File: config.mk
export PLATFORM = sky130hd
export DESIGN_NAME = perf_monitor
export DESIGN_NICKNAME = d
export VERILOG_FILES = /design/src/rtl/perf_monitor.sv
export SDC_FILE = /design/constraint.sdc
export NUM_CORES = 1
export LEC_CHECK = 0
export ABC_AREA = 1
export ABC_CLOCK_PERIOD_IN_PS = 9000
export CAP_MARGIN = 10
export CORE_AREA = 2 2 184 186
export DETAILED_ROUTE_END_ITERATION = 8
export DIE_AREA = 0 0 186 188
export PLACE_DENSITY = 0.74
export SETUP_SLACK_MARGIN = 0.2
export SLEW_MARGIN = 10
export SYNTH_ARGS = -nofsm -noshare
export SYNTH_HDL_FRONTEND = slang
export SYNTH_SLANG_ARGS = --single-unit
File: constraint.sdc
create_clock -name clk -period 9 [get_ports clk]
set_clock_uncertainty 0.1 [all_clocks]
set_input_delay 0.9 -clock clk [delete_from_list [all_inputs] [get_ports clk]]
set_output_delay 0.9 -clock clk [all_outputs]
set_load 0.01 [all_outputs]
File: src/rtl/perf_monitor.sv
// Performance monitor: one free-running cycle counter plus NUM_EVT event counters,
// with wrap/saturate/freeze overflow policies and a snapshot shadow bank.
module perf_monitor #(
    parameter int unsigned CNT_WIDTH = 32,
    parameter int unsigned NUM_EVT   = 4,
    parameter int unsigned MODE      = 0
) (
    input  logic                           clk,
    input  logic                           reset_n,
    input  logic [NUM_EVT-1:0]             evt_in,
    input  logic                           enable,
    input  logic                           clear,
    input  logic                           snap,
    input  logic [$clog2(NUM_EVT+1)-1:0]   sel,
    output logic [CNT_WIDTH-1:0]           out1,
    output logic [CNT_WIDTH-1:0]           out2,
    output logic [NUM_EVT:0]               ovf,
    output logic                           snap_valid,
    output logic [1:0]                     state
);

    localparam int unsigned NumCnt = NUM_EVT + 1;

    typedef enum logic [1:0] {
        StIdle   = 2'd0,
        StRun    = 2'd1,
        StFrozen = 2'd2
    } state_e;

    state_e               r_state;
    state_e               w_state_next;
    logic [CNT_WIDTH-1:0] r_cnt    [NumCnt];
    logic [CNT_WIDTH-1:0] r_shadow [NumCnt];
    logic [CNT_WIDTH-1:0] w_cnt_next [NumCnt];
    logic [NUM_EVT:0]     r_ovf;
    logic [NUM_EVT:0]     w_inc;
    logic [NUM_EVT:0]     w_ovf_evt;
    logic                 r_snap_valid;

    // Index 0 is the cycle counter, which counts unconditionally while running.
    always_comb begin
        w_inc     = {evt_in, 1'b1};
        w_ovf_evt = '0;
        for (int k = 0; k < NumCnt; k++) begin
            w_cnt_next[k] = r_cnt[k];
            if ((r_state == StRun) && w_inc[k]) begin
                if (&r_cnt[k]) begin
                    w_ovf_evt[k]  = 1'b1;
                    w_cnt_next[k] = (MODE == 0) ? '0 : r_cnt[k];
                end else begin
                    w_cnt_next[k] = r_cnt[k] + CNT_WIDTH'(1);
                end
            end
        end
    end

    // Overflow-driven freeze wins over a simultaneous enable drop; clear wins over all.
    always_comb begin
        w_state_next = r_state;
        unique case (r_state)
            StIdle: begin
                if (enable) w_state_next = StRun;
            end
            StRun: begin
                if ((MODE == 2) && (|w_ovf_evt)) w_state_next = StFrozen;
                else if (!enable)                w_state_next = StIdle;
            end
            StFrozen: w_state_next = StFrozen;
            default:  w_state_next = StIdle;
        endcase
        if (clear) w_state_next = StIdle;
    end

    always_ff @(posedge clk) begin
        if (!reset_n) begin
            r_state      <= StIdle;
            r_ovf        <= '0;
            r_snap_valid <= 1'b0;
            for (int k = 0; k < NumCnt; k++) begin
                r_cnt[k]    <= '0;
                r_shadow[k] <= '0;
            end
        end else begin
            r_state <= w_state_next;
            // Shadows take the pre-update values and ignore clear.
            if (snap) begin
                r_snap_valid <= 1'b1;
                for (int k = 0; k < NumCnt; k++) r_shadow[k] <= r_cnt[k];
            end
            if (clear) begin
                r_ovf <= '0;
                for (int k = 0; k < NumCnt; k++) r_cnt[k] <= '0;
            end else begin
                r_ovf <= r_ovf | w_ovf_evt;
                for (int k = 0; k < NumCnt; k++) r_cnt[k] <= w_cnt_next[k];
            end
        end
    end

    always_comb begin
        out2 = '0;
        if (32'(sel) <= NUM_EVT) out2 = r_shadow[sel];
    end

    assign out1       = r_cnt[0];
    assign ovf        = r_ovf;
    assign snap_valid = r_snap_valid;
    assign state      = r_state;

endmodule

==> metrics.yaml <==
status:
  status: "completed"
layout:
  fin_util: 0.6098
  final_layout_size_suffix_gt1_frac: 0.05775
  antennaDiodeCount: 0
  syn2layout_area_growth_pct: 12.71
  nNetsFinal: 2240
floorplanning:
  num_rows: 67
  dieArea_um2: 34970
  core-area_um2: 33110
  die_w_um: 186
  initial_core_util: 0.5411
  io_pins: 84
  die_h_um: 188
route:
  ant_nets: 0
  vias_per_cell: 5.413
  wl_met1_um: 20520
  wl_met2_um: 22300
  routedWlPerCell_um: 18.14
  wl_met3_um: 4137
  drtPass1Iterations: 5
  drt_iter0_drc: 1601
  dr_total_vias: 14610
  drt-total-wl_um: 48960
  remaining_drc_errors: 0
  highest_layer: "met4"
clocking:
  ctsResizeCount: 0
  cts_setup_buffers: 0
  clock-root-buffer: "clkbuf_16"
  cts.reportedPaths.clkPinSlew_ns: 0.06
  htree_levels: 2
  ctsHoldBuffers: 0
  insertion_delay_ns: 0.53
  cts.path.max_buffers: 3
  cts_sinks: 328
  cts_buffers: 37
  cts_tree: "yes"
grt:
  grt_max_degree: 92
  grt-ovfl-total: 0
  grt_pass1_vias: 13950
  grt_usage: 0.2845
  antenna_found_initial: 1
  grt_first_pass_wirelength_um: 75890
sta:
  period_minus_slack_ns: 5.104
  finalMaxSlewViolations: 0
  rsz0062_at_grt: "false"
  setup_ws_ns: 3.896
  fmax_mhz: 195.9
  finalCritPeriodShare: 0.5672
  fin_setup_tns_ns: 0
  hold_violations: 0
  slew_headroom: 0.1566
  setup_violations: 0
  tightest_slew_ns: 1.265
setup_path:
  critPathLaunchType: "input port"
  critical_path_arrival_ns: 4.10
  crit_path_end_kind: "output port"
  worst-path-max-fanout: 66
  path_class: "input port to output port"
  critPathRequiredTime_ns: 8.00
  r2r_slack_ns: 6.85
yosys:
  synth_cell_types: 28
  synth_area_per_cell_um2: 8.211
  yosysWarningCount: 0
  yosysSeqAreaShare: 0.5453
  synth-seq-cells: 328
  syn_area_um2: 17920
  synth_cells: 2182
  syn_nets: 2199
placement:
  gp_routability_congestion: 0.9846
  port_buffers: 83
  place_hpwl_um: 35920
  dpl_worst_slack_ns: 4.034
power:
  pwr_density_cell_nw_per_um2: 191.2
  vdd_drop_max_mv: 0.1190
  power_uw: 3860
  p_leak_uw: 0.007706
min_path:
  worstHoldPathType: "flip-flop to flip-flop"
flow_run:
  cap_violations: 0
synth_stat cells:
| master | count | share of area |
|---|---|---|
| o21a_1 | 1 | 0.00042 |
| o21ai_0 | 125 | 0.035 |
| buf_8 | 1 | 0.00084 |
| buf_1 | 4 | 0.00084 |
| nor2_1 | 583 | 0.12 |
| buf_4 | 33 | 0.014 |
| inv_1 | 289 | 0.061 |
| nand2_4 | 8 | 0.0050 |
| nand2_2 | 8 | 0.0028 |
| nor2_8 | 2 | 0.0022 |
| or2_2 | 1 | 0.00035 |
| edfxtp_1 | 320 | 0.54 |
| o21ai_1 | 18 | 0.0050 |
| nor2_4 | 7 | 0.0044 |
| clkinv_1 | 1 | 0.00021 |
| nor2_2 | 20 | 0.0070 |
| buf_2 | 11 | 0.0031 |
| inv_2 | 4 | 0.00084 |
| clkbuf_1 | 36 | 0.0075 |
| dfxtp_1 | 8 | 0.0089 |
| buf_6 | 9 | 0.0057 |
| nand2_1 | 431 | 0.090 |
| a21oi_1 | 97 | 0.027 |
| nor3_1 | 6 | 0.0017 |
| ha_1 | 5 | 0.0035 |
| nand3_1 | 98 | 0.027 |
| xor2_1 | 52 | 0.025 |
| nand3b_1 | 4 | 0.0017 |
per-stage QoR:
| stage | instances | hold WS [ns] | instance area (um^2) |
|---|---|---|---|
| finish | 2699 | 0.3478 | 20190 |
| global route | 2699 | 0.3797 | 20190 |
| CTS | 2699 | 0.3536 | 20190 |
| detailed placement | 2632 | 0.3401 | 18850 |
| global placement | 2632 | 0.3387 | 18850 |
| floorplan | 2182 | 0.3666 | 17920 |
state kept, by name, summed over array words and instances, names as in the netlist:
register,flops
r_shadow,160
state,2
ovf,5
r_cnt,160
snap_valid,1
critical path, stage by stage:
cell and delay [ns]:
buf_2 0.09, buf_4 0.48, clkinv_1 0.83, buf_4 0.51, o21ai_0 0.18, o21ai_0 0.09, o21ai_0 0.40, inv_1 0.09
clkdlybuf4s50_1 0.49
cell families after synthesis:
logic type | count (synthesis) | share of synthesized area
buf+inv | 388 | 0.09337
simple gates | 1168 | 0.2650
fa+ha+maj | 5 | 0.003492
xor+xnor | 52 | 0.02542
flops | 328 | 0.5453
compound gates | 241 | 0.06746
cell usage in the layout, fill, tap and decap left out, drive strengths merged:
master,Yosys,routed
edfxtp,320,320
nor2,612,612
inv,293,294
dfxtp,8,8
nand2,447,447
a21oi,97,97
o21a,1,1
buf,58,16
clkbuf,36,47
clkdlybuf4s50,0,80
nor3,6,6
or2,1,1
clkinv,1,11
nand3b,4,4
xor2,52,52
ha,5,5
nand3,98,98
clkinvlp,0,1
o21ai,143,143
bufinv,0,8
layout make-up:
class / instances / area [um^2]
clock buffer: 47 / 1046
clock inverter: 20 / 301.5
fill: 2852 / 12920
inverter: 294 / 1104
multi-input combinational: 1466 / 6499
sequential: 328 / 9769
tap: 448 / 560.5
timing repair buffer: 96 / 913.4
report_power, final:
part / total [uW] / internal [uW] / leakage, uW / switching (uW)
clock: 1670 / 1050 / 0.000662 / 616
combinational: 321 / 109 / 0.00342 / 212
sequential: 1870 / 1780 / 0.00362 / 89.2
total: 3860 / 2940 / 0.00771 / 917
routing by layer:
metal  track usage  up-vias
li1              -     6996
met1        0.3973     6922
met2        0.4450      594
met3       0.04389       97
met4        0.1163        0
met5             0        -
worst paths after layout:
kind                                  start           end  cells after the start
worst max register to register  r_cnt[0][1]  r_cnt[0][11]                      8
worst min-delay path             snap_valid    snap_valid                      2
worst min register to register   snap_valid    snap_valid                      2
worst max-delay path                 sel[0]      out2[21]                      9
Power figures use the tool's default switching activity.
